### src/rtl/uart_tx_buffered.sv
// Buffered UART transmitter: FIFO_DEPTH-entry byte FIFO feeding an 8N1 serial framer.
// Define UART_TX_PARITY_EN to insert an even-parity bit after data bit 7 (8E1 framing).
module uart_tx_buffered #(
    parameter int unsigned BAUD_DIV   = 2083,
    parameter int unsigned FIFO_DEPTH = 8
) (
    input  logic                          clk,
    input  logic                          reset,
    input  logic [7:0]                    data,
    input  logic                          wr,
    output logic                          full,
    output logic [$clog2(FIFO_DEPTH):0]   level,
    output logic                          overflow,
    output logic                          busy,
    output logic                          tx
);

    localparam int unsigned  AW        = $clog2(FIFO_DEPTH);
    localparam logic [15:0]  BAUD_LAST = 16'(BAUD_DIV - 1);
    localparam logic [AW:0]  DEPTH_W   = (AW+1)'(FIFO_DEPTH);
    localparam logic [AW:0]  PTR_ONE   = (AW+1)'(1);

`ifdef UART_TX_PARITY_EN
    typedef enum logic [2:0] {IDLE, START, DATA, PARITY, STOP} state_e;
`else
    typedef enum logic [1:0] {IDLE, START, DATA, STOP} state_e;
`endif

    // ------------------------------------------------------------------
    // Transmit FIFO
    // ------------------------------------------------------------------
    logic [7:0]  mem_q [FIFO_DEPTH];
    logic [AW:0] wptr_q, wptr_d;
    logic [AW:0] rptr_q, rptr_d;
    logic        overflow_q, overflow_d;
    logic        push;
    logic        pop;
    logic        fifo_nonempty;
    logic [7:0]  head;

    // Pointers carry one extra wrap bit so that full and empty are distinguishable.
    assign level         = wptr_q - rptr_q;
    assign full          = (level == DEPTH_W);
    assign fifo_nonempty = (level != '0);
    assign head          = mem_q[rptr_q[AW-1:0]];

    // full is the registered occupancy, so a same-edge pop never makes room for a write.
    assign push       = wr && !full;
    assign wptr_d     = push ? (wptr_q + PTR_ONE) : wptr_q;
    assign rptr_d     = pop  ? (rptr_q + PTR_ONE) : rptr_q;
    assign overflow_d = overflow_q || (wr && full);

    // NOTE: storage has no reset; a reset empties the FIFO through the pointers alone.
    always_ff @(posedge clk) begin
        if (push) begin
            mem_q[wptr_q[AW-1:0]] <= data;
        end
    end

    // ------------------------------------------------------------------
    // Framer
    // ------------------------------------------------------------------
    state_e      state_q, state_d;
    logic [15:0] cnt_q, cnt_d;
    logic [2:0]  bit_idx_q, bit_idx_d;
    logic [7:0]  shift_q, shift_d;
    logic        tx_q, tx_d;
    logic        busy_q, busy_d;
    logic        cnt_last;
    logic        launch;
`ifdef UART_TX_PARITY_EN
    logic        parity_q, parity_d;
`endif

    assign cnt_last = (cnt_q == BAUD_LAST);

    always_comb begin
        // NOTE: every output of this block is defaulted first so no path can infer a latch.
        state_d   = state_q;
        cnt_d     = cnt_q;
        bit_idx_d = bit_idx_q;
        shift_d   = shift_q;
        tx_d      = tx_q;
        busy_d    = busy_q;
        launch    = 1'b0;
`ifdef UART_TX_PARITY_EN
        parity_d  = parity_q;
`endif

        case (state_q)
            IDLE: begin
                if (fifo_nonempty) begin
                    launch = 1'b1;
                end else begin
                    tx_d = 1'b1;
                end
            end

            START: begin
                if (cnt_last) begin
                    cnt_d   = '0;
                    tx_d    = shift_q[0];
                    state_d = DATA;
                end else begin
                    cnt_d = cnt_q + 16'd1;
                end
            end

            DATA: begin
                if (cnt_last) begin
                    cnt_d = '0;
                    if (bit_idx_q == 3'd7) begin
`ifdef UART_TX_PARITY_EN
                        tx_d    = parity_q;
                        state_d = PARITY;
`else
                        tx_d    = 1'b1;
                        state_d = STOP;
`endif
                    end else begin
                        bit_idx_d = bit_idx_q + 3'd1;
                        shift_d   = {1'b0, shift_q[7:1]};
                        tx_d      = shift_q[1];
                    end
                end else begin
                    cnt_d = cnt_q + 16'd1;
                end
            end

`ifdef UART_TX_PARITY_EN
            PARITY: begin
                if (cnt_last) begin
                    cnt_d   = '0;
                    tx_d    = 1'b1;
                    state_d = STOP;
                end else begin
                    cnt_d = cnt_q + 16'd1;
                end
            end
`endif

            STOP: begin
                if (cnt_last) begin
                    // A queued byte starts on this very edge so frames run back-to-back.
                    if (fifo_nonempty) begin
                        launch = 1'b1;
                    end else begin
                        cnt_d   = '0;
                        tx_d    = 1'b1;
                        busy_d  = 1'b0;
                        state_d = IDLE;
                    end
                end else begin
                    cnt_d = cnt_q + 16'd1;
                end
            end

            default: begin
                cnt_d   = '0;
                tx_d    = 1'b1;
                busy_d  = 1'b0;
                state_d = IDLE;
            end
        endcase

        if (launch) begin
            shift_d   = head;
            tx_d      = 1'b0;
            cnt_d     = '0;
            bit_idx_d = '0;
            busy_d    = 1'b1;
            state_d   = START;
`ifdef UART_TX_PARITY_EN
            parity_d  = ^head;
`endif
        end
    end

    assign pop = launch;

    // NOTE: state registers use non-blocking assignments so every flop samples pre-edge values.
    always_ff @(posedge clk or negedge reset) begin
        if (!reset) begin
            wptr_q     <= '0;
            rptr_q     <= '0;
            overflow_q <= 1'b0;
            state_q    <= IDLE;
            cnt_q      <= '0;
            bit_idx_q  <= '0;
            shift_q    <= '0;
            tx_q       <= 1'b1;
            busy_q     <= 1'b0;
`ifdef UART_TX_PARITY_EN
            parity_q   <= 1'b0;
`endif
        end else begin
            wptr_q     <= wptr_d;
            rptr_q     <= rptr_d;
            overflow_q <= overflow_d;
            state_q    <= state_d;
            cnt_q      <= cnt_d;
            bit_idx_q  <= bit_idx_d;
            shift_q    <= shift_d;
            tx_q       <= tx_d;
            busy_q     <= busy_d;
`ifdef UART_TX_PARITY_EN
            parity_q   <= parity_d;
`endif
        end
    end

    assign tx       = tx_q;
    assign busy     = busy_q;
    assign overflow = overflow_q;

endmodule

### config.mk
export PLATFORM = sky130hd
export DESIGN_NAME = uart_tx_buffered
export DESIGN_NICKNAME = d
export VERILOG_FILES = /design/src/rtl/uart_tx_buffered.sv
export SDC_FILE = /design/constraint.sdc
export NUM_CORES = 1
export LEC_CHECK = 0
export ABC_AREA = 0
export CORE_ASPECT_RATIO = 0.5
export CORE_MARGIN = 2
export CORE_UTILIZATION = 44
export DETAILED_ROUTE_END_ITERATION = 10
export PLACE_DENSITY = 0.66
export SETUP_SLACK_MARGIN = 0.5
export SLEW_MARGIN = 20
export SYNTH_ARGS = -nofsm -noshare
export SYNTH_HDL_FRONTEND = slang
export SYNTH_SLANG_ARGS = --single-unit
### constraint.sdc
create_clock -name clk -period 3.18 [get_ports clk]
set_input_delay 0.636 -clock clk [delete_from_list [all_inputs] [get_ports clk]]
set_output_delay 0.636 -clock clk [all_outputs]
set_load 0.005 [all_outputs]
==> impl_metrics.tcl, run 1 <==
set metrics [dict create \
    syn_inst 351 \
    final_util 0.5504 \
    worstHoldPathType "in2async" \
    grt_pass1_wl_mm 16.91 \
    syn_area_mm2 0.004936 \
    clk_latency_ps 350 \
    dp_slack_ps 221.4 \
    ant_nets 0 \
    crit_slowest_cell "fa_2" \
    arrival_ps 2020 \
    clock_path_buffers 2 \
    switching_power_mw 1.999 \
    antenna_found_initial 0 \
    wirelength_mm 10.41 \
    finalHoldViolations 0 \
    p_comb_frac 0.443 \
    io_pins 19 \
    fin_nets 434 \
    grt_setup_unrepaired "yes" \
    dp_hpwl_mm 6.668 \
    n_antenna_cell 0 \
    tightestPinTransition_ps 923.1 \
    wl_per_cell_um 18.63 \
    crit_chain "inv_2, ha_4, inv_2, fa_2, xnor2_2, nand2_4, nor2_4, clkbuf_2" \
    drcViolationCount 0 \
    route.detailed.vias_per_inst 5.721 \
    r2r_start "wptr_q[0]" \
    cts.htree.levels 3 \
    r2r_cells 10 \
    area_delta_synth_final_pct 22.05 \
    switching_share 0.3575 \
    drive_above_1_share 0.2923 \
    critPathBufInv 3 \
    regArea_mm2 0.002927 \
    outcome "complete, no violations" \
    ys_types 59 \
    synth_most_common_cell "edfxtp_1" \
    die_w_um 153.8 \
    peakVddDrop_uv 436.5 \
    leakage_nw 2.294 \
    period_share 0.8360 \
    power_density_mw_per_mm2 928.3 \
    critPathCaptureType "output pin" \
    r2r_setup_slack_ps 580 \
    yosysTopAreaCell "edfxtp_1" \
    criticalPathCategory "reg2out" \
    required_ps 2540 \
    cts_sinks 104 \
    cts_buffers 9 \
    avgSynthCellArea_um2 14.06 \
    setup_slack_ps 521.7 \
    port_buffers 18 \
    die_area_mm2 0.01213 \
    fmax_mhz 376.2 \
    drt_iter0_drc 249 \
    multi_input_area_mm2 0.002049 \
    fin_skew_ps 11.76 \
    fill_cells 874 \
    grt_max_degree 41 \
    critPathMostFrequentCell "inv_2" \
    fp.dieH_um 78.90 \
    place.gp.congestion 0.8890 \
    clockPowerShare 0.210 \
    ys_ff_latch 104 \
    p_int_mw 3.593 \
    seq_area_frac_synth 0.5924 \
    slew_violations 0 \
    yosys-top-cells-area "edfxtp_1, dfrtp_1, mux4_2, mux2i_1, ha_1" \
    max_stage_delay_ps 410 \
    setup_viol 0 \
    cts_root_buf "clkbuf_16" \
    cap_violations 0 \
    grtUsageTotal 0.1815 \
    synthesis.nets 376 \
    r2r-end "cnt_q[1]" \
    yosysWarnings 0 \
    synth-main-ff-cell "edfxtp_1" \
    crit_end "full" \
    crit_fanout 7 \
    ys_top_cells_by_count "edfxtp_1, dfrtp_1, mux2i_1" \
    num_vias 3198 \
    max_slew_margin 0.3846 \
    tritoncts "yes" \
    grt_pass1_vias 3240 \
    placementRows 27 \
    fin_crit_ps 2658 \
    grt_overflow 0 \
    cts.clk_slew.worst_paths_ps 80 \
    crit_family "adder cells" \
    synthArstFlopShare 0.3846 \
    core_mm2 0.01095 \
    critPathLaunchType "flip-flop" \
    synth_edf_count 64 \
    cp.depth 8 \
    initial_core_util 0.4510 \
    yosys.area.top_type_share 0.3894 \
    p_seq_frac 0.347 \
    cp-startpoint "wptr_q[0]" \
    firstDrtPassIters 4 \
    totalNegativeSetupSlack_ps 0 \
]
[flip-flops by register name, summed over array words and instances, names as in the netlist]
| signal | flops |
|---|---|
| busy | 1 |
| state_q | 2 |
| cnt_q | 16 |
| wptr_q | 4 |
| shift_q | 8 |
| bit_idx_q | 3 |
| tx | 1 |
| mem_q | 64 |
| rptr_q | 4 |
| overflow | 1 |
[power by group through the flow]
stage	clock network, mW	registers (mW)	logic [mW]
finish	1.17	1.94	2.48
global route	1.25	1.98	2.67
CTS	1.20	1.94	2.34
detailed placement	0	1.99	1.98
global placement	0	1.97	1.89
floorplan	0	1.91	1.36
[per-stage QoR]
step,std cells,hold slack (ps),area (um^2),power (mW)
finish,559,404.9,6025,5.592
detailed placement,520,443.3,5438,3.969
floorplan,351,340.4,5010,3.267
CTS,550,445.7,5936,5.480
global placement,520,436.4,5438,3.860
global route,559,496.6,6025,5.899
[placed cells by master, fill, tap and decap left out, drive strengths merged, types with 13 or more instances in the layout]
cell type,synthesis,routed
dfrtp,39,39
edfxtp,64,64
ha,13,13
a31oi,19,19
nand2,16,16
buf,10,43
mux2i,26,26
clkdlybuf4s50,0,13
mux4,16,16
inv,18,23
[routing by layer]
layer,global-route usage,part of all wire,vias up
met5,0,0,-
met2,0.3169,0.51,60
met1,0.2276,0.45,1641
li1,-,-,1476
met4,0.05688,0.017,0
met3,0.04258,0.028,21
[final cells by class]
cell class,count,area share
clock buffer,9,0.03738
clock inverter,7,0.01537
multi-input combinational,216,0.3402
timing repair buffer,60,0.07996
tap,145,0.03011
sequential,104,0.4858
inverter,18,0.01121
[kinds of logic (layout without fill, tap and decap cells)]
logic type,count (synthesis),count (layout),synth area share
adders and majority gates,14,14,0.03701
muxes,45,45,0.1326
DFF,104,104,0.5924
buffers and inverters,31,94,0.02687
and+or+nand+nor,91,91,0.1158
AOI/OAI and AO/OA,56,56,0.07605
xor gates and xnor gates,10,10,0.01927
[timing repair]
action                     4_1_cts  5_1_grt
setup endpoints to repair       33       30
pin swaps                        7        5
gates resized for setup         24       10
buffers inserted                14        9
hold buffers                     0        0
[worst min path at each step]
stage | startpoint | endpoint | slack (ps)
5_1_grt | reset | cnt_q[1] | 500
2_1_floorplan | reset | bit_idx_q[0] | 340
3_3_place_gp | overflow | overflow | 440
4_1_cts | reset | cnt_q[6] | 450
3_5_place_dp | overflow | overflow | 440
6_report | reset | cnt_q[3] | 400
No activity file was read; power rests on OpenSTA's default activity.
==> inputs of run 2 (changes only) <==
==> constraint.sdc (replaced) <==
create_clock -name clk -period 2.2 [get_ports clk]
set_input_delay 0.44 -clock clk [delete_from_list [all_inputs] [get_ports clk]]
set_output_delay 0.44 -clock clk [all_outputs]
set_load 0.005 [all_outputs]
==> impl_metrics.tcl, run 2 (synthesis results as in run 1) <==
set metrics [dict create \
    area_delta_synth_final_pct 32.17 \
    clock_path_buffers 2 \
    drcViolationCount 0 \
    wirelength_mm 10.38 \
    peakVddDrop_uv 676.5 \
    final_common_cell "edfxtp_1" \
    num_vias 3200 \
    cts_buffers 9 \
    mostFrequentLayoutCells "edfxtp_1, buf_4, dfrtp_1" \
    max_stage_delay_ps 450 \
    route.detailed.vias_per_inst 5.442 \
    critPathBufInv 3 \
    outcome "finished with violations" \
    cap_violations 0 \
    drive_above_1_share 0.3702 \
    drt_iter0_drc 214 \
    required_ps 2440 \
    leakage_nw 2.513 \
    clk_latency_ps 350 \
    fin_skew_ps 11.88 \
    violations "negative setup slack" \
    cp.depth 10 \
    grt_max_degree 25 \
    dp_hpwl_mm 6.794 \
    slew_violations 0 \
    period_share 1.125 \
    arrival_ps 2710 \
    cts.clk_slew.worst_paths_ps 70 \
    power_density_mw_per_mm2 1370 \
    placementRows 27 \
    r2r-end "cnt_q[1]" \
    setup_slack_ps -274.5 \
    io_pins 19 \
    tightestPinTransition_ps 576.8 \
    fin_nets 463 \
    n_antenna_cell 0 \
    crit_fanout 5 \
    place.gp.congestion 0.8907 \
    grt_pass1_wl_mm 17.45 \
    wl_per_cell_um 17.66 \
    final_util 0.5960 \
    grtUsageTotal 0.1874 \
    finalPower_mw 8.941 \
    largest_reg_flops 64 \
    port_buffers 18 \
    ant_nets 0 \
    core_mm2 0.01095 \
    max_slew_margin 0.6146 \
    die_area_mm2 0.01213 \
    cts_sinks 104 \
    cts.htree.levels 3 \
    tritoncts "yes" \
    critPathCaptureType "flip-flop" \
    fmax_mhz 404.1 \
    grt_setup_unrepaired "yes" \
    setup_viol 105 \
    grt_pass1_vias 3381 \
    crit_family "simple AND/OR/NAND/NOR gates" \
    crit_slowest_cell "fa_2" \
    cts_hold_buf 0 \
    worstHoldPathType "in2async" \
    grt_overflow 0 \
    critPathLaunchType "flip-flop" \
    die_w_um 153.8 \
    crit_chain "inv_6, ha_4, inv_2, fa_2, nor2b_4, nand2_4, buf_6, or3_4, a21oi_4, mux2_4" \
    finalHoldViolations 0 \
    r2r_cells 10 \
    initial_core_util 0.4510 \
    r2r_setup_slack_ps -270 \
    r2r_start "wptr_q[0]" \
    layoutNonFillerInstCount 588 \
    criticalPathCategory "reg2reg" \
    fp.dieH_um 78.90 \
    fin_crit_ps 2475 \
    antenna_found_initial 0 \
    timing.hold.ws_ps 74.66 \
    dp_cells 543 \
    cts_root_buf "clkbuf_16" \
    firstDrtPassIters 4 \
]
[run 2: cell types whose count changed in the layout (fill, tap and decap cells not counted), moves of 3 or more]
| cell | delta |
|---|---|
| clkdlybuf4s50_1 | -3 |
| buf_12 | +4 |
| mux2_4 | +3 |
| buf_6 | +22 |
| buf_4 | +4 |
| buf_2 | +3 |
| inv_2 | -3 |
| inv_4 | +3 |
[run 2: worst reg2reg max path, stage by stage (launching register included)]
cell and delay (ps):
dfrtp_1 420, inv_6 50, ha_4 160, inv_2 50, fa_2 450, nor2b_4 160, nand2_4 100, buf_6 140
or3_4 370, a21oi_4 160, mux2_4 310
[run 2: how the worst max path moves through the flow]
| stage | start | endpoint | slack [ps] |
|---|---|---|---|
| floorplan | wptr_q[0] | cnt_q[1] | -320 |
| global placement | wptr_q[0] | cnt_q[4] | -310 |
| detailed placement | wptr_q[0] | cnt_q[4] | -360 |
| CTS | wptr_q[0] | cnt_q[1] | -260 |
| global route | wptr_q[0] | state_q[0] | -390 |
| finish | wptr_q[0] | cnt_q[1] | -270 |
[run 2: repair_timing]
action	CTS	global route
cloned	0	0
pin swaps	22	8
gates resized for setup	53	11
setup endpoints to repair	110	110
buffers inserted	23	6
[run 2: power by group]
part	internal [mW]	leakage [nW]	total (mW)	switching [mW]
sequential	2.52	1.08	2.80	0.278
combinational	2.34	1.28	4.47	2.13
clock	0.915	0.156	1.67	0.759
[run 2: metrics by stage]
| stage | setup slack (ps) | instance area (um^2) | TNS [ps] |
|---|---|---|---|
| final | -274.5 | 6524 | -18280 |
| after global routing | -394.8 | 6524 | -26210 |
| after CTS | -260.8 | 6421 | -17100 |
| after detailed placement | -358.5 | 5768 | -25620 |
| after global placement | -309.5 | 5768 | -20050 |
| after floorplan | -316.9 | 5166 | -17120 |
[run 2: area by class of cell]
class	count	area [um^2]
Fill cell	802	4422
Tap cell	145	181.4
Clock buffer	9	225.2
Multi-Input combinational cell	216	2195
Timing Repair Buffer	89	827.0
Sequential cell	104	2925
Clock inverter	7	90.09
Inverter	18	80.08
[run 2: metal layers]
| metal | wire length, um | vias up | track usage |
|---|---|---|---|
| li1 | - | 1533 | - |
| met1 | 4684 | 1614 | 0.2397 |
| met2 | 5269 | 45 | 0.3258 |
| met3 | 328 | 8 | 0.05022 |
| met4 | 99 | 0 | 0.03945 |
| met5 | 0 | - | 0 |
==> inputs of run 3 (changes only) <==
--- a/config.mk
+++ b/config.mk
@@ -5,7 +5,7 @@
 export SDC_FILE = /design/constraint.sdc
 export NUM_CORES = 1
 export LEC_CHECK = 0
-export ABC_AREA = 0
+export ABC_AREA = 1
 export CORE_ASPECT_RATIO = 0.5
 export CORE_MARGIN = 2
 export CORE_UTILIZATION = 44
==> impl_metrics.tcl, run 3 <==
set metrics [dict create \
    outcome "finished with violations" \
    violations "negative setup slack" \
    ys_types 39 \
    fmax_mhz 388.8 \
    fin_crit_ps 2572 \
    cts_buffers 9 \
    crit_chain "inv_2, ha_4, inv_2, fa_2, or2_1, nor2_2, buf_4, buf_6, buf_6, nand3_4, buf_12, nand3_4, buf_12, buf_4, nand4_1, nand2_1" \
    tritoncts "yes" \
    cts.htree.levels 3 \
    grt_overflow 0 \
    worstHoldPathType "in2async" \
    grt_max_degree 36 \
    final_common_cell "nand2_1" \
    die_w_um 155.8 \
    max_slew_margin 0.6686 \
    wl_per_cell_um 15.67 \
    ant_nets 0 \
    finalHoldViolations 0 \
    clockPowerShare 0.269 \
    cap_violations 0 \
    placementRows 27 \
    max_stage_delay_ps 420 \
    cts_hold_buf 0 \
    arrival_ps 2850 \
    grtUsageTotal 0.1939 \
    area_delta_synth_final_pct 33.79 \
    peakVddDrop_uv 406.3 \
    required_ps 2480 \
    port_buffers 18 \
    yosysTopAreaCell "edfxtp_1" \
    grt_pass1_wl_mm 18.69 \
    syn_inst 519 \
    syn_area_mm2 0.005072 \
    setup_viol 104 \
    met3_usage 0.03855 \
    clock_path_buffers 2 \
    ys_ff_latch 104 \
    mostFrequentLayoutCells "nand2_1, edfxtp_1, nor2_1" \
    p_int_mw 4.003 \
    critPathCaptureType "flip-flop" \
    initial_core_util 0.4564 \
    grt_setup_unrepaired "yes" \
    place.gp.congestion 0.8316 \
    synthesis.nets 544 \
    die_area_mm2 0.01245 \
    cts_root_buf "clkbuf_16" \
    timing.hold.ws_ps 54.11 \
    slew_violations 0 \
    critPathBufInv 8 \
    wirelength_mm 11.71 \
    antenna_found_initial 0 \
    criticalPathCategory "reg2reg" \
    cts_sinks 104 \
    dp_hpwl_mm 7.102 \
    top_usage_layer "met2" \
    synthArstFlopShare 0.3846 \
    tightestPinTransition_ps 497.1 \
    dp_slack_ps -259.3 \
    switching_share 0.2912 \
    use_met1 0.2490 \
    p_seq_frac 0.425 \
    grt_pass1_vias 3865 \
    power_density_mw_per_mm2 832.1 \
    fin_skew_ps 5.629 \
    crit_slowest_cell "fa_2" \
    io_pins 19 \
    largest_reg_flops 64 \
    synth-main-ff-cell "edfxtp_1" \
    crit_fanout 5 \
    fp.dieH_um 79.92 \
    p_comb_frac 0.306 \
    fin_nets 623 \
    setup_slack_ps -372.2 \
    core_mm2 0.01111 \
    grt_use_met2 0.3265 \
    yosysWarnings 0 \
    fill_cells 828 \
    yosys-top-cells-area "edfxtp_1, dfrtp_1, nand2_1, nor2_1, o21ai_0" \
    critPathLaunchType "flip-flop" \
    switching_power_mw 1.644 \
    firstDrtPassIters 5 \
    synth_most_common_cell "nand2_1" \
    cts.clk_slew.worst_paths_ps 70 \
    crit_family "buffers and inverters" \
    drcViolationCount 0 \
    avgSynthCellArea_um2 9.773 \
    route.detailed.vias_per_inst 5.265 \
    seq_area_frac_synth 0.5765 \
    clk_latency_ps 340 \
    period_share 1.169 \
    n_antenna_cell 0 \
    drive_above_1_share 0.3173 \
    leakage_nw 2.791 \
    yosys.area.top_type_share 0.3789 \
    drt_iter0_drc 223 \
    num_vias 3933 \
    ys_top_cells_by_count "nand2_1, nor2_1, edfxtp_1" \
    synth_edf_count 64 \
]
run 3: changes by cell type after synthesis, moves of 19 or more:
cell	delta
nand2_1	+107
nor2_1	+55
o21ai_0	+31
mux2i_1	-26
nand3_1	+25
inv_1	+20
a31oi_1	-19
run 3: timing repair:
action                                  4_1_cts  5_1_grt
setup buffers                                28        5
endpoints found under the setup margin      110      110
pin swaps                                    24       22
cloned                                        3        1
resized for setup                            89       41
run 3: final cells by class:
cell class	instances	area, um^2	share of cell area
sequential	104	2924	0.4309
clock buffer	9	225.2	0.03319
timing repair buffer	83	914.6	0.1348
tap	145	181.4	0.02673
timing repair inverter	1	11.26	0.001659
clock inverter	6	48.80	0.007190
inverter	41	188.9	0.02784
multi-input combinational	358	2292	0.3378
run 3: cells by family after synthesis:
kind of cell | count (synthesis) | synth area share
buffers and inverters | 58 | 0.05130
adder cells (fa/ha/maj) | 14 | 0.03601
AND/OR/NAND/NOR | 248 | 0.2102
XOR/XNOR | 12 | 0.02072
flip-flops | 104 | 0.5765
AO/OA/AOI/OAI | 83 | 0.1053
run 3: final timing paths:
kind,from,end,slack (ps),depth (start not counted)
worst max-delay path,wptr_q[0],state_q[1],-370,16
max in group asynchronous,reset,tx,1580,2
worst min register to register,tx,tx,480,2
worst max register to register,wptr_q[0],state_q[1],-370,16
worst min-delay path,reset,bit_idx_q[1],50,1
min in group clk,tx,tx,480,2
run 3: power by group through the flow:
stage          logic (mW)  registers (mW)  clock network, mW
2_1_floorplan       0.604            2.43                  0
3_3_place_gp         1.11            2.43                  0
3_5_place_dp         1.13            2.43                  0
4_1_cts              1.54            2.40               1.54
5_1_grt              1.87            2.41               1.62
6_report             1.73            2.40               1.52
run 3: per-stage QoR:
step | instance area (um^2) | setup TNS, ps | total power, mW | instances | util
2_1_floorplan | 5207 | -6768 | 3.030 | 519 | -
3_3_place_gp | 5695 | -13030 | 3.538 | 695 | 0.5124
3_5_place_dp | 5695 | -17290 | 3.557 | 695 | 0.5124
4_1_cts | 6561 | -14690 | 5.483 | 741 | 0.5903
5_1_grt | 6787 | -31680 | 5.900 | 747 | 0.6106
6_report | 6787 | -21130 | 5.647 | 747 | 0.6106
run 3: routing by layer:
layer  wire length [um]  vias up
met1               5282     1887
met2               5677      105
met5                  0        -
met4                233        0
met3                513       25
li1                   -     1916
